==> config.mk <==
export PLATFORM = sky130hd
export DESIGN_NAME = lcd_pattern_gen
export DESIGN_NICKNAME = d
export VERILOG_FILES = /design/src/rtl/lcd_pattern_gen.sv
export SDC_FILE = /design/constraint.sdc
export NUM_CORES = 1
export LEC_CHECK = 0
export ABC_AREA = 1
export BUFFER_PORTS_ARGS = -buffer_cell sky130_fd_sc_hd__buf_2
export CORE_ASPECT_RATIO = 1.1
export CORE_UTILIZATION = 30
export CTS_BUF_LIST = sky130_fd_sc_hd__clkbuf_4
export CTS_CLUSTER_SIZE = 8
export DETAILED_ROUTE_END_ITERATION = 16
export PLACE_DENSITY_LB_ADDON = 0.12
export REMOVE_ABC_BUFFERS = 1
export SYNTH_ARGS = -nofsm -noshare
export SYNTH_HDL_FRONTEND = slang
export SYNTH_SLANG_ARGS = --single-unit
==> constraint.sdc <==
create_clock -name lcd_clk -period 6.2 [get_ports lcd_clk]
set_clock_uncertainty 0.1 [all_clocks]
set_input_delay 1.86 -clock lcd_clk [delete_from_list [all_inputs] [get_ports lcd_clk]]
set_output_delay 1.86 -clock lcd_clk [all_outputs]
set_load 0.01 [all_outputs]
==> src/rtl/lcd_pattern_gen.sv <==
// lcd_pattern_gen: RGB565 test-pattern generator for the RGB LCD path.
// Takes pixel coordinates from the LCD timing driver and produces a
// registered pixel colour. Four modes are supported: vertical bars,
// horizontal bars, a checkerboard and scrolling vertical bars. Mode changes
// and scroll steps take effect only at the frame boundary, so a frame is
// never torn.
// Optional feature macro: LCD_PATTERN_BORDER_EN draws a one-pixel red
// border around the active area, overriding every mode.
module lcd_pattern_gen #(
    parameter logic [10:0] H_DISP      = 11'd800,
    parameter logic [10:0] V_DISP      = 11'd480,
    parameter int          BARS        = 8,
    parameter int          CELL_LOG2   = 5,
    parameter logic [10:0] SCROLL_STEP = 11'd4,
    parameter logic [7:0]  SCROLL_DIV  = 8'd2
) (
    input  logic        lcd_clk,
    input  logic        sys_rst_n,
    input  logic [10:0] pixel_xpos,
    input  logic [10:0] pixel_ypos,
    input  logic [1:0]  mode_sel,
    input  logic        mode_vld,
    output logic [15:0] pixel_data,
    output logic        frame_end
);

    // Bar sizes are fixed at elaboration; the last bar takes the remainder.
    localparam logic [10:0] BAR_W = H_DISP / 11'(BARS);
    localparam logic [10:0] BAR_H = V_DISP / 11'(BARS);

    typedef enum logic [1:0] {
        MODE_VBAR   = 2'd0,
        MODE_HBAR   = 2'd1,
        MODE_CHECK  = 2'd2,
        MODE_SCROLL = 2'd3
    } mode_t;

    mode_t       r_mode_pend;
    mode_t       r_mode_act;
    logic [7:0]  r_fc;
    logic [10:0] r_offset;

    logic        w_active;
    logic        w_fb;
    logic        w_enter_scroll;
    logic        w_fc_wrap;
    logic [11:0] w_sum;
    logic [10:0] w_xs;
    logic [11:0] w_off_sum;
    logic [10:0] w_off_next;
    logic [BARS-1:1] w_xge;
    logic [BARS-1:1] w_xsge;
    logic [BARS-1:1] w_yge;
    logic [2:0]  w_xbar;
    logic [2:0]  w_xsbar;
    logic [2:0]  w_ybar;
    logic [15:0] w_colour;

    // Palette index k mod 8 to RGB565 colour.
    function automatic logic [15:0] palette(input logic [2:0] p);
        logic [15:0] c;
        case (p)
            3'd0:    c = 16'hFFFF;
            3'd1:    c = 16'h0000;
            3'd2:    c = 16'hF800;
            3'd3:    c = 16'h07E0;
            3'd4:    c = 16'h001F;
            3'd5:    c = 16'hFFE0;
            3'd6:    c = 16'h07FF;
            default: c = 16'hF81F;
        endcase
        return c;
    endfunction

    assign w_active = (pixel_xpos < H_DISP) && (pixel_ypos < V_DISP);
    assign w_fb     = (pixel_xpos == H_DISP - 11'd1) && (pixel_ypos == V_DISP - 11'd1);

    // Scrolled column: x + offset folded back once into the active width.
    assign w_sum = {1'b0, pixel_xpos} + {1'b0, r_offset};
    assign w_xs  = (w_sum >= {1'b0, H_DISP}) ? 11'(w_sum - {1'b0, H_DISP}) : w_sum[10:0];

    // Next scroll offset, wrapped modulo the active width.
    assign w_off_sum  = {1'b0, r_offset} + {1'b0, SCROLL_STEP};
    assign w_off_next = (w_off_sum >= {1'b0, H_DISP}) ? 11'(w_off_sum - {1'b0, H_DISP})
                                                      : w_off_sum[10:0];

    assign w_enter_scroll = (r_mode_pend == MODE_SCROLL) && (r_mode_act != MODE_SCROLL);
    assign w_fc_wrap      = (r_fc == SCROLL_DIV - 8'd1);

    // Constant bar boundaries; each comparator says "at or past boundary k".
    for (genvar k = 1; k < BARS; k++) begin : g_bound
        localparam logic [10:0] XB = 11'(k * BAR_W);
        localparam logic [10:0] YB = 11'(k * BAR_H);
        assign w_xge[k]  = (pixel_xpos >= XB);
        assign w_xsge[k] = (w_xs >= XB);
        assign w_yge[k]  = (pixel_ypos >= YB);
    end

    // Bar index (mod 8) is the highest boundary that has been passed.
    always_comb begin
        w_xbar  = 3'd0;
        w_xsbar = 3'd0;
        w_ybar  = 3'd0;
        for (int k = 1; k < BARS; k++) begin
            if (w_xge[k])  w_xbar  = 3'(k);
            if (w_xsge[k]) w_xsbar = 3'(k);
            if (w_yge[k])  w_ybar  = 3'(k);
        end
    end

    // Colour for the current coordinate; blanking is black.
    always_comb begin
        w_colour = 16'h0000;
        if (w_active) begin
            unique case (r_mode_act)
                MODE_VBAR:   w_colour = palette(w_xbar);
                MODE_HBAR:   w_colour = palette(w_ybar);
                MODE_CHECK:  w_colour = (pixel_xpos[CELL_LOG2] ^ pixel_ypos[CELL_LOG2])
                                        ? 16'h0000 : 16'hFFFF;
                MODE_SCROLL: w_colour = palette(w_xsbar);
                default:     w_colour = 16'h0000;
            endcase
`ifdef LCD_PATTERN_BORDER_EN
            if ((pixel_xpos == 11'd0) || (pixel_xpos == H_DISP - 11'd1) ||
                (pixel_ypos == 11'd0) || (pixel_ypos == V_DISP - 11'd1)) begin
                w_colour = 16'hF800;
            end
`endif
        end
    end

    // Pending mode follows the last strobe; active mode swaps only at frame end.
    always_ff @(posedge lcd_clk or negedge sys_rst_n) begin
        if (!sys_rst_n) begin
            r_mode_pend <= MODE_VBAR;
            r_mode_act  <= MODE_VBAR;
        end else begin
            if (mode_vld) r_mode_pend <= mode_t'(mode_sel);
            if (w_fb)     r_mode_act  <= r_mode_pend;
        end
    end

    // Frame counter and scroll offset advance at frame end in every mode.
    always_ff @(posedge lcd_clk or negedge sys_rst_n) begin
        if (!sys_rst_n) begin
            r_fc     <= 8'd0;
            r_offset <= 11'd0;
        end else if (w_fb) begin
            r_fc <= w_fc_wrap ? 8'd0 : r_fc + 8'd1;
            if (w_enter_scroll)  r_offset <= 11'd0;
            else if (w_fc_wrap)  r_offset <= w_off_next;
        end
    end

    // Output register: colour and frame-end marker share one cycle of latency.
    always_ff @(posedge lcd_clk or negedge sys_rst_n) begin
        if (!sys_rst_n) begin
            pixel_data <= 16'h0000;
            frame_end  <= 1'b0;
        end else begin
            pixel_data <= w_colour;
            frame_end  <= w_fb;
        end
    end

endmodule

==> results of run 1 <==
-- stage by stage --
stage | cell area, µm² | power (mW) | setup slack, ps | utilization
6_report | 3480 | 0.375 | 1730 | 0.347
5_1_grt | 3480 | 0.403 | 1400 | 0.347
4_1_cts | 3480 | 0.380 | 1730 | 0.347
3_5_place_dp | 3450 | 0.294 | 1330 | 0.344
3_3_place_gp | 3450 | 0.294 | 1380 | 0.344
2_1_floorplan | 3060 | 0.255 | 1800 | -
-- area by class of cell --
cell class,count,area share
Timing Repair Buffer,43,0.0619
Tap cell,140,0.0504
Clock buffer,3,0.00647
Sequential cell,25,0.180
Multi-Input combinational cell,376,0.592
Clock inverter,1,0.00216
Inverter,96,0.108
-- power groups by stage --
stage / registers, mW / logic (mW) / clock network [mW]
final: 0.166 / 0.125 / 0.0844
after CTS: 0.166 / 0.126 / 0.0889
after floorplan: 0.171 / 0.0844 / 0
after detailed placement: 0.169 / 0.125 / 0
after global placement: 0.169 / 0.125 / 0
after global routing: 0.166 / 0.143 / 0.0936
-- registers in the layout, indices dropped and copies added (netlist names) --
register and flops:
pixel_data 3, frame_end 1, r_offset 9, r_mode_act 2, r_mode_pend 2, r_fc 8
-- cells by family (layout without fill, tap and decap cells) --
group	after synthesis	count (layout)
AND/OR/NAND/NOR	277	277
buffers and inverters	110	143
AO/OA/AOI/OAI	66	66
adder cells (fa/ha/maj)	15	15
XOR/XNOR	18	18
flip-flops	25	25
-- cells in the final DEF, fill, tap and decap left out, types with 4 or more instances in the layout --
master      n
nor2_2      5
nand3_2     7
nand2_1   121
inv_1      90
nor2_1     48
xnor2_1     5
nor3_1      8
nand3_1    46
o211ai_1    6
xor2_1     13
buf_2      43
nor4_1      5
ha_1       15
o21ai_0    21
a31oi_1     4
dfrtp_1    25
a21oi_1    16
nand2_2    22
nand2_4     4
nand4_1     9
-- worst min-delay path by stage --
stage | cells after the start | endpoint
2_1_floorplan | 1 | r_fc[7]$_DFFE_PN0P_
3_3_place_gp | 1 | r_fc[7]$_DFFE_PN0P_
3_5_place_dp | 1 | r_fc[7]$_DFFE_PN0P_
4_1_cts | 1 | r_fc[7]$_DFFE_PN0P_
5_1_grt | 1 | r_fc[7]$_DFFE_PN0P_
6_report | 1 | r_fc[7]$_DFFE_PN0P_
-- metal layers --
metal,GRT usage,vias to the layer above,part of all wire
li1,-,1701,-
met1,0.183,1402,0.47
met2,0.270,51,0.49
met3,0.0159,6,0.035
met4,0.0273,0,0.0089
met5,0,-,0
==> results.cfg, run 1 <==
[clocking]
cts_buffers = 3
h-tree-depth = 1
cts_buffer_depth = 2
path_clk_slew_ps = 180
clock_latency_ps = 350
cts_tree = done
cts_sinks = 25
post_cts_resized = 0
ctsHoldBuffers = 0
post_cts_buffers = 0
cts-root-buf = clkbuf_4

[timing]
fmax_ghz = 0.224
fin_crit_ps = 4470
finalMaxSlewViolations = 0
rsz0062_at_grt = no
worst_pin_slew_ps = 819
finalHoldViolations = 0
finalSetupTns_ps = 0
relSlewSlack = 0.451
setup_viol = 0
post-route-period-util = 0.721
whs_ps = 384

[power]
peakVddDrop_mv = 0.0803
p_sw_mw = 0.143
share_seq_of_total_power = 0.442
power.leakage_nw = 1.88
switching_share = 0.381
combPwrFrac = 0.333
power_frac_clock = 0.225
power_density_nw_per_um2 = 108
p_int_mw = 0.232

[setup_path]
slowest_stage = ha_1
cp_data_arrival_time_ps = 4650
cp-endpoint = pixel_data[10]$_DFF_PN0_
ff2ff_setup_slack_ps = 2870
cp_num_buf_inv = 6
critical_path.max_stage_delay_ps = 410
worstSetupEndpointType = register
criticalPathCategory = input pin to register
r2r-end = pixel_data[10]$_DFF_PN0_
timing.rr.start = r_offset[4]$_DFFE_PN0P_
startpoint = pixel_xpos[4]
cp-start-kind = input pin
cp.required_ps = 6380
cpMostUsedCell = nand2_1
crit_fanout = 5
cp.depth = 27
worstRegToRegCells = 26
crit_family = simple AND/OR/NAND/NOR gates

[yosys]
synth_seq_cells = 25
yosysMostFrequentCell = nand2_1
synth-compound-area-share = 0.134
synth_edf_count = 0
synth_mux_area_frac = 0
ys.warnings.count = 0
yosys.area_share.simple = 0.408
netlist_instances = 511
synth_top_family_by_area = simple AND/OR/NAND/NOR gates
synth_ff_type = dfrtp_1
synth_top_area_cell = dfrtp_1
synth_area_um2 = 3160
netlist.area_leader.share = 0.198
async_flop_share = 1.00
synthTopCellsByArea = dfrtp_1 20%, nand2_1 14%, inv_1 11%, nand3_1 7.3%, ha_1 5.9%
ys_seq_area_frac = 0.198
synth_fa_ha_area_frac = 0.0594
synth.avg_cell_area_um2 = 6.18
synthXorXnorAreaFrac = 0.0499
netlist_top_cells_count = 121 x nand2_1, 90 x inv_1, 48 x nor2_1, 46 x nand3_1, 25 x dfrtp_1
yosysUniqueCellTypes = 37

[floorplanning]
io_pins = 44
start_util = 0.315
die_area_um2 = 10900
die_y_um = 110
core-area_um2 = 10000
die_w_um = 99.8
rows = 38

[grt]
grt_pass1_vias = 2949
grt_first_pass_wirelength_um = 13100
grtUsageTotal = 0.146
grt_start_max_net_pins = 26
grt.overflow.total = 0
antenna_found_initial = 0

[place]
dp.cells = 680
hpwl_um = 6600
port_buffers = 43
place_congestion = 0.894

[layout]
final_nets = 587
nFillCells = 1114
area_delta_synth_final_pct = 10.1
drive_above_1_share = 0.175
multi_input_area_um2 = 2060
finalNonFillerCells = 684
seqCellArea_um2 = 626
diodes = 0

[detailed_routing]
routed_wl_um = 7790
wl_per_cell_um = 11.4
firstDrtPassIters = 4
num_vias = 3160
drtIter0Drc = 109
drc_errors = 0
vias_per_cell = 4.62
ant_nets = 0

[hold_path]
hold_path.class = register to register
worstHoldStart = r_fc[7]$_DFFE_PN0P_

[flow_run]
maxCapViolations = 0

[run_status]
outcome = finished, final reports clean
No activity file was read; power rests on OpenSTA's default activity.
==> run 2: changes to the inputs <==
Settings changed: ABC_AREA 1 to 0.
Clock period 6.2 ns to 4.1 ns, I/O delays scaled along.
==> run 2 against run 1 <==
- core utilization up 3.8 points
- clock-buffer cell count did not move
- non-clock buffer count up 57
- critical path depth is 13 lower
- critical endpoint is now pixel_data[14]$_DFF_PN0_
- highest routed layer unchanged
==> results.cfg, run 2 <==
[run_status]
outcome = finished, final reports clean

[timing]
post-route-period-util = 0.970
whs_ps = 387
finalHoldViolations = 0
fmax_ghz = 0.251
finalMaxSlewViolations = 0
relSlewSlack = 0.578
worst_pin_slew_ps = 628
fin_crit_ps = 3980
setup_viol = 0
fin_ws_ps = 123
rsz0062_at_grt = yes

[floorplanning]
rows = 38
die_area_um2 = 10700
io_pins = 44
die_w_um = 98.9
core-area_um2 = 9940
die_y_um = 109
start_util = 0.312

[detailed_routing]
routed_wl_um = 8810
vias_per_cell = 5.46
firstDrtPassIters = 5
wl_per_cell_um = 14.9
num_vias = 3238
ant_nets = 0
drc_errors = 0
drtIter0Drc = 148

[clocking]
cts_sinks = 25
path_clk_slew_ps = 160
clock_latency_ps = 320
cts_buffer_depth = 2
cts_tree = done
ctsHoldBuffers = 0
cts-root-buf = clkbuf_4
h-tree-depth = 1
cts_buffers = 3

[setup_path]
slowest_stage = ha_1
cp-start-kind = input pin
crit_chain = buf_2 -> ha_1 -> a21o_1 -> a32o_2 -> buf_12 -> o211a_4 -> nor2_4 -> buf_4 -> nor3_1 -> o22ai_1 -> and2_4 -> a41oi_1 -> o211a_1 -> o31ai_1
worstSetupEndpointType = register
timing.rr.start = r_offset[3]$_DFFE_PN0P_
crit_fanout = 8
startpoint = pixel_xpos[3]
cp_data_arrival_time_ps = 4120
criticalPathCategory = input pin to register
cp.required_ps = 4240
critical_path.max_stage_delay_ps = 330

[grt]
top_usage_layer = met2
grt_start_max_net_pins = 26
met1_usage = 0.213
grt_first_pass_wirelength_um = 14700
grt.overflow.total = 0
grtUsageTotal = 0.167
met3_usage = 0.00970
gr-usage-met2 = 0.309
grt_pass1_vias = 3067
antenna_found_initial = 0

[place]
dp.cells = 589
place_congestion = 0.853
hpwl_um = 7100
placed_area_um2 = 3750
place_ws_ps = -320
port_buffers = 43

[yosys]
async_flop_share = 1.00
synth_seq_cells = 25
yosysUniqueCellTypes = 80
synth_edf_count = 0
ys.warnings.count = 0
synth_ff_type = dfrtp_1
synthTopCellsByArea = dfrtp_1 20%, ha_1 6.1%, o21ai_0 5.5%, nand2_1 5.0%, buf_4 3.2%
synth_top_area_cell = dfrtp_1
yosysMostFrequentCell = nand2_1
netlist_instances = 393
ys_seq_area_frac = 0.202
synth.avg_cell_area_um2 = 7.88
netlist.area_leader.share = 0.202
netlist_top_cells_count = 41 x nand2_1, 34 x o21ai_0, 26 x nor2_1, 25 x dfrtp_1
synth_area_um2 = 3100

[power]
power.leakage_nw = 1.77
peakVddDrop_mv = 0.144
power_density_nw_per_um2 = 159

[layout]
fin_area_um2 = 3820
drive_above_1_share = 0.298
reg.largest.list = r_offset: 9 flops, r_fc: 8 flops, pixel_data: 3 flops
diodes = 0
finalNonFillerCells = 593
final_cell_mix = 56 x buf_4, 43 x buf_2, 41 x nand2_1, 33 x o21ai_0, 26 x nor2_1
final_common_cell = buf_4
top_register = r_offset
area_delta_synth_final_pct = 23.4
multi_input_area_um2 = 2300
largest_register_ff_count = 9
nFillCells = 1038
final_nets = 516
seqCellArea_um2 = 626

[flow_run]
maxCapViolations = 0

[hold_path]
hold_path.class = register to register
worstHoldStart = r_fc[7]$_DFFE_PN0P_
run 2: path summary, 6_finish.rpt:
path                            depth (start not counted)                        to  slack [ps]
worst max-delay path                                   14  pixel_data[14]$_DFF_PN0_         120
worst min-delay path                                    1       r_fc[7]$_DFFE_PN0P_         390
worst max register to register                         13  pixel_data[14]$_DFF_PN0_         670
worst min register to register                          1       r_fc[7]$_DFFE_PN0P_         390
max in group asynchronous                               1   r_offset[8]$_DFFE_PN0P_        2700
min in group asynchronous                               1   pixel_data[4]$_DFF_PN0_         790
run 2: cell type report:
type / count / share of cell area
timing repair buffer: 100 / 0.172
inverter: 15 / 0.0147
clock buffer: 3 / 0.00589
tap: 120 / 0.0393
sequential: 25 / 0.164
multi-input combinational: 329 / 0.603
clock inverter: 1 / 0.00196
run 2: what timing repair did:
action | in CTS | in global routing
setup endpoints to repair | 0 | 3
setup buffers | 0 | 0
endpoints found under the hold margin | 0 | 0
resized for setup | 0 | 11
run 2: critical path: cells and delay by family:
kind                       cells  cell delay, ps
AOI/OAI and AO/OA              7            1610
adders and majority gates      1             330
buffers and inverters          3             430
and+or+nand+nor                3             530
run 2: cells by family (layout without fill, tap and decap cells):
logic type	count (synthesis)	count (layout)	synth area share
flops	25	25	0.202
compound gates	144	144	0.345
simple gates	148	148	0.256
fa+ha+maj	15	15	0.0606
buf+inv	39	119	0.0683
xor+xnor	18	18	0.0509
mux	4	4	0.0178
run 2: per-layer routing:
| layer | vias to the layer above | part of all wire |
|---|---|---|
| li1 | 1656 | - |
| met1 | 1532 | 0.46 |
| met2 | 46 | 0.50 |
| met3 | 4 | 0.025 |
| met4 | 0 | 0.0068 |
| met5 | - | 0 |
run 2: power by group:
group	total [mW]	leakage, nW	switching (mW)	internal (mW)
sequential	0.253	0.323	0.00303	0.250
combinational	0.236	1.43	0.129	0.106
clock	0.118	0.0139	0.0811	0.0372
total	0.607	1.77	0.214	0.393
run 2: metrics by stage:
step	power (mW)	TNS [ps]	utilization
global placement	0.488	-729	0.377
CTS	0.612	0	0.380
global route	0.646	-9.84	0.385
floorplan	0.382	-126	-
finish	0.607	0	0.385
detailed placement	0.487	-838	0.377
